--- src/rtl/denise_clut_writer.sv ---
// Denise CLUT write sequencer: merges chipset bus writes, a queued host palette port and
// an optional full-table clear onto one registered CLUT write port. Clear built with CLUT_CLEAR_EN.
module denise_clut_writer #(
  parameter int         HOST_DEPTH = 4,
  parameter logic [8:0] COLORBASE  = 9'h180
) (
  input  logic        i_clk,
  input  logic        i_reset,
  input  logic        i_clk7_en,
  input  logic [8:1]  i_reg_address_in,
  input  logic [11:0] i_data_in,
  input  logic [2:0]  i_bank,
  input  logic        i_loct,
  input  logic        i_host_valid,
  output logic        o_host_ready,
  input  logic [7:0]  i_host_idx,
  input  logic [23:0] i_host_rgb,
  input  logic        i_clr_req,
  output logic        o_wr_en,
  output logic [7:0]  o_wr_adr,
  output logic [31:0] o_wr_dat,
  output logic [3:0]  o_wr_bs,
  output logic        o_busy,
  output logic        o_clr_done
);

  localparam int AW = (HOST_DEPTH > 1) ? $clog2(HOST_DEPTH) : 1;

  // Host FIFO: entries stored raw as {idx, rgb}; nibble packing happens at issue time.
  logic [31:0] r_fifo_mem [HOST_DEPTH];
  logic [AW:0] r_wptr;
  logic [AW:0] r_rptr;
  logic        w_empty;
  logic        w_full;
  logic        w_push;
  logic        w_pop;
  logic [31:0] w_head;
  logic [23:0] w_head_rgb;
  logic        w_bus_hit;
  logic        w_busy_now;

  logic        w_sel_en;
  logic [7:0]  w_sel_adr;
  logic [31:0] w_sel_dat;
  logic [3:0]  w_sel_bs;

  logic        r_wr_en;
  logic [7:0]  r_wr_adr;
  logic [31:0] r_wr_dat;
  logic [3:0]  r_wr_bs;
  logic        r_busy;

  assign w_empty      = (r_wptr == r_rptr);
  assign w_full       = (r_wptr[AW] != r_rptr[AW]) && (r_wptr[AW-1:0] == r_rptr[AW-1:0]);
  assign o_host_ready = !w_full && !i_reset;
  assign w_push       = i_host_valid && o_host_ready;
  assign w_head       = r_fifo_mem[r_rptr[AW-1:0]];
  assign w_head_rgb   = w_head[23:0];

  assign w_bus_hit = i_clk7_en && (i_reg_address_in[8:6] == COLORBASE[8:6]);

  always_ff @(posedge i_clk) begin
    if (w_push) begin
      r_fifo_mem[r_wptr[AW-1:0]] <= {i_host_idx, i_host_rgb};
    end
  end

`ifdef CLUT_CLEAR_EN
  typedef enum logic [1:0] {
    S_IDLE  = 2'd0,
    S_CLEAR = 2'd1,
    S_DONE  = 2'd2
  } state_t;

  state_t     r_state;
  state_t     w_state_nxt;
  logic [7:0] r_clr_idx;
  logic       r_clr_done;
  logic       w_clr_step;

  always_comb begin
    w_state_nxt = r_state;
    w_pop       = 1'b0;
    w_clr_step  = 1'b0;
    case (r_state)
      S_IDLE: begin
        w_pop = !w_bus_hit && !w_empty;
        if (i_clr_req) begin
          w_state_nxt = S_CLEAR;
        end
      end
      S_CLEAR: begin
        // Bus writes steal the slot; the clear index only advances on its own cycles.
        if (!w_bus_hit) begin
          w_clr_step = 1'b1;
          if (r_clr_idx == 8'hFF) begin
            w_state_nxt = S_DONE;
          end
        end
      end
      S_DONE:  w_state_nxt = S_IDLE;
      default: w_state_nxt = S_IDLE;
    endcase
  end

  always_ff @(posedge i_clk or posedge i_reset) begin
    if (i_reset) begin
      r_state    <= S_IDLE;
      r_clr_idx  <= 8'd0;
      r_clr_done <= 1'b0;
    end else begin
      r_state    <= w_state_nxt;
      r_clr_done <= (r_state == S_DONE);
      if (w_clr_step) begin
        r_clr_idx <= r_clr_idx + 8'd1;
      end
    end
  end

  assign w_busy_now = !w_empty || (r_state != S_IDLE);
  assign o_clr_done = r_clr_done;
`else
  logic w_unused_clr;

  always_comb begin
    w_pop = !w_bus_hit && !w_empty;
  end

  assign w_unused_clr = i_clr_req;
  assign w_busy_now   = !w_empty;
  assign o_clr_done   = 1'b0;
`endif

  // Source select: bus hit > clear step > FIFO head.
  always_comb begin
    w_sel_en  = 1'b0;
    w_sel_adr = 8'd0;
    w_sel_dat = 32'd0;
    w_sel_bs  = 4'd0;
    if (w_bus_hit) begin
      w_sel_en  = 1'b1;
      w_sel_adr = {i_bank, i_reg_address_in[5:1]};
      w_sel_dat = {4'b0, i_data_in, 4'b0, i_data_in};
      w_sel_bs  = i_loct ? 4'b0011 : 4'b1111;
    end
`ifdef CLUT_CLEAR_EN
    else if (w_clr_step) begin
      w_sel_en  = 1'b1;
      w_sel_adr = r_clr_idx;
      w_sel_dat = 32'd0;
      w_sel_bs  = 4'b1111;
    end
`endif
    else if (w_pop) begin
      w_sel_en  = 1'b1;
      w_sel_adr = w_head[31:24];
      w_sel_dat = {4'b0, w_head_rgb[23:20], w_head_rgb[15:12], w_head_rgb[7:4],
                   4'b0, w_head_rgb[19:16], w_head_rgb[11:8],  w_head_rgb[3:0]};
      w_sel_bs  = 4'b1111;
    end
  end

  always_ff @(posedge i_clk or posedge i_reset) begin
    if (i_reset) begin
      r_wptr   <= '0;
      r_rptr   <= '0;
      r_wr_en  <= 1'b0;
      r_wr_adr <= 8'd0;
      r_wr_dat <= 32'd0;
      r_wr_bs  <= 4'd0;
      r_busy   <= 1'b0;
    end else begin
      if (w_push) begin
        r_wptr <= r_wptr + 1'b1;
      end
      if (w_pop) begin
        r_rptr <= r_rptr + 1'b1;
      end
      r_wr_en  <= w_sel_en;
      r_wr_adr <= w_sel_adr;
      r_wr_dat <= w_sel_dat;
      r_wr_bs  <= w_sel_bs;
      r_busy   <= w_busy_now;
    end
  end

  assign o_wr_en  = r_wr_en;
  assign o_wr_adr = r_wr_adr;
  assign o_wr_dat = r_wr_dat;
  assign o_wr_bs  = r_wr_bs;
  assign o_busy   = r_busy;

endmodule

--- config.mk ---
export PLATFORM = sky130hd
export DESIGN_NAME = denise_clut_writer
export DESIGN_NICKNAME = d
export VERILOG_FILES = /design/src/rtl/denise_clut_writer.sv
export SDC_FILE = /design/constraint.sdc
export NUM_CORES = 1
export LEC_CHECK = 0
export ABC_AREA = 1
export BUFFER_PORTS_ARGS = -buffer_cell sky130_fd_sc_hd__buf_4
export CAP_MARGIN = 20
export CORE_MARGIN = 3
export CORE_UTILIZATION = 56
export CTS_CLUSTER_DIAMETER = 30
export DETAILED_ROUTE_END_ITERATION = 8
export PLACE_DENSITY_LB_ADDON = 0.2
export SYNTH_ARGS = -nofsm -noshare
export SYNTH_HDL_FRONTEND = slang
export SYNTH_SLANG_ARGS = --single-unit
export TNS_END_PERCENT = 100
--- constraint.sdc ---
create_clock -name i_clk -period 3.32 [get_ports i_clk]
set_clock_uncertainty 0.05 [all_clocks]
set_input_delay 0.664 -clock i_clk [delete_from_list [all_inputs] [get_ports i_clk]]
set_output_delay 0.664 -clock i_clk [all_outputs]
set_load 0.01 [all_outputs]
==> flow_summary.ini <==
[timing]
finalHoldViolCount = 0
final.period_utilization = 0.806
min_period_ns = 2.68
max_slew_margin = 0.507
grt_setup_unrepaired = false
setup_viol = 0
tightestPinTransition_ns = 0.738
drv_slew = 0
layout_setup_ws_ns = 0.644
max_freq_ghz = 0.374

[drt]
finalWirelength_mm = 14.4
drt_iter0_drc = 360
dr.pass1.iters = 5
ant_nets = 0
post-route-drc-count = 0
vias_per_cell = 5.35
vias = 4386
wire_per_inst_um = 17.5

[critical_path]
rr_startpoint = r_rptr[0]
r2r_end = r_fifo_mem[2][30]
r2r_slack_ns = 0.80
critPathLaunch = r_rptr[0]
start_kind = flop
path_class = flop to output port
required_ns = 2.61
worstPathArrival_ns = 1.96
setup.worst_path.end_class = output port
worstPathMaxFanout = 29
reg2reg_depth = 7

[cts]
clock-sinks = 169
clkTransAtPathRegs_ns = 0.06
cts_setup_buffers = 0
cts_tree = yes
clockBufferDepth = 2
hold_buffers = 0
insertion_delay_ns = 0.42
cts_buffers = 17
htreeDepth = 4
cts_resized = 0
root_buffer = clkbuf_16

[global_routing]
antenna_found_initial = 0
track_usage = 0.226
grt_pass1_wl_mm = 22.4
grt_pass1_vias = 4315
grt_overflow_total = 0
grt_start_max_net_pins = 66

[power]
power_switching_mw = 2.35
p_per_area_nw_per_um2 = 850
p_leak_nw = 3.47
max-vdd-ir-drop_v = 0.000489
pwr-share-comb = 0.328
p_seq_frac = 0.420
swShare = 0.338
finalPower_mw = 6.96
p_clk_frac = 0.253
p_int_mw = 4.61

[job]
cap_violations = 0

[placement]
dp.cells = 788
portBuffers = 98
postPlaceCellArea_um2 = 7670
dp_hpwl_mm = 8.68
pre_cts_ws_ns = 0.799
place_congestion = 0.757

[synth]
synth.most_common_cell = nand2_1
seq_area_frac_synth = 0.715
synthTopCellsByArea = edfxtp_1 (56%), dfrtp_1 (15%), nand2_1 (10%)
synth.avg_cell_area_um2 = 12.1
synth_top_cells_by_count = nand2_1 (183), edfxtp_1 (128), nand3_1 (68)
ys_seq_elements = 169
syn_area_um2 = 6810
synth_top_area_frac = 0.564
synth_flop_cell = edfxtp_1
yosysTopAreaCell = edfxtp_1
synth_warnings = 0
ys_types = 25
synthArstFlopShare = 0.243
synth-edff-count = 128
synthCells = 564

[floorplan]
die-area_um2 = 13500
row_count = 39
ios = 109
core_um2 = 11700
die_h_um = 116
initial_utilization = 0.584
die_x_um = 116

[run_status]
status = completed

[layout]
stdcell_area_um2 = 8190
nNetsFinal = 730
drive_gt1_frac = 0.229
num_antenna_cells = 0
post-route-util = 0.702
syn2layout_area_growth_pct = 20.2
fin_cells = 820

[min_path]
hold_class = input port to asynchronous set/reset pin
worst max-delay path by stage:
stage | slack [ns] | cells past startpoint | to
2_1_floorplan | -0.46 | 3 | r_fifo_mem[0][0]
3_3_place_gp | 0.81 | 7 | r_fifo_mem[1][0]
3_5_place_dp | 0.80 | 7 | r_fifo_mem[2][28]
4_1_cts | 0.62 | 6 | o_host_ready
5_1_grt | 0.44 | 6 | o_host_ready
6_report | 0.64 | 6 | o_host_ready
placed cells by master, fill, tap and decap left out:
cell type and count:
nand2_8 1, clkbuf_16 17, clkbuf_1 5, bufinv_16 1
xnor2_1 1, inv_6 1, buf_12 2, clkinvlp_4 2
inv_2 3, dfrtp_1 40, xor2_1 2, nand4_2 1
nand3_4 1, o21bai_2 9, buf_4 109, nor2_1 20
nor2_4 4, o21bai_1 23, nand3_2 1, nand2_1 183
inv_1 29, edfxtp_1 128, clkinv_1 5, ha_1 5
dfrtp_2 1, conb_1 9, clkinv_2 1, o21ai_2 1
nand4_1 4, nand3_1 68
through the flow:
step           setup TNS (ns)  hold slack, ns
2_1_floorplan          -44.46           0.462
3_3_place_gp                0           0.499
3_5_place_dp                0           0.512
4_1_cts                     0           0.277
5_1_grt                     0           0.299
6_report                    0           0.276
power groups by stage:
stage               Combinational (mW)  Sequential [mW]  Clock [mW]
finish                            2.28             2.92        1.76
global route                      2.56             2.96        1.87
CTS                               2.31             2.93        1.77
detailed placement                2.28             2.96           0
global placement                  2.22             2.95           0
floorplan                         1.45             2.99           0
state kept, by name, indices dropped and copies added (netlist names):
register and count:
o_wr_bs 2, o_busy 1, r_fifo_mem 128, r_wptr 3, o_wr_dat 24, r_rptr 3, o_wr_adr 8
layout make-up:
class,count,area [um2]
Clock buffer,22,444
Timing Repair Buffer,111,858
Clock inverter,10,77.6
Multi-Input combinational cell,333,1640
Tap cell,143,179
Inverter,32,120
Sequential cell,169,4870
Fill cell,814,3470
kinds of logic after synthesis:
group	synth area share
other cells	0.000550
buf+inv	0.0536
compound gates	0.0415
simple gates	0.176
xor+xnor	0.00386
fa+ha+maj	0.00918
flops	0.715
metal layers:
metal  GRT usage  share of wire  vias up
met2       0.354           0.50      151
li1            -              -     2078
met1       0.302           0.42     2130
met4       0.104          0.023        0
met3      0.0580          0.057       27
met5           0              0        -
worst max-delay path, stage by stage, from the launching register on:
cell and delay, ns:
dfrtp_2 0.70, nand2_1 0.09, nand2_1 0.18, nand3_1 0.20
nand2_1 0.18, inv_1 0.05, buf_4 0.14
No activity file was read; power rests on OpenSTA's default activity.
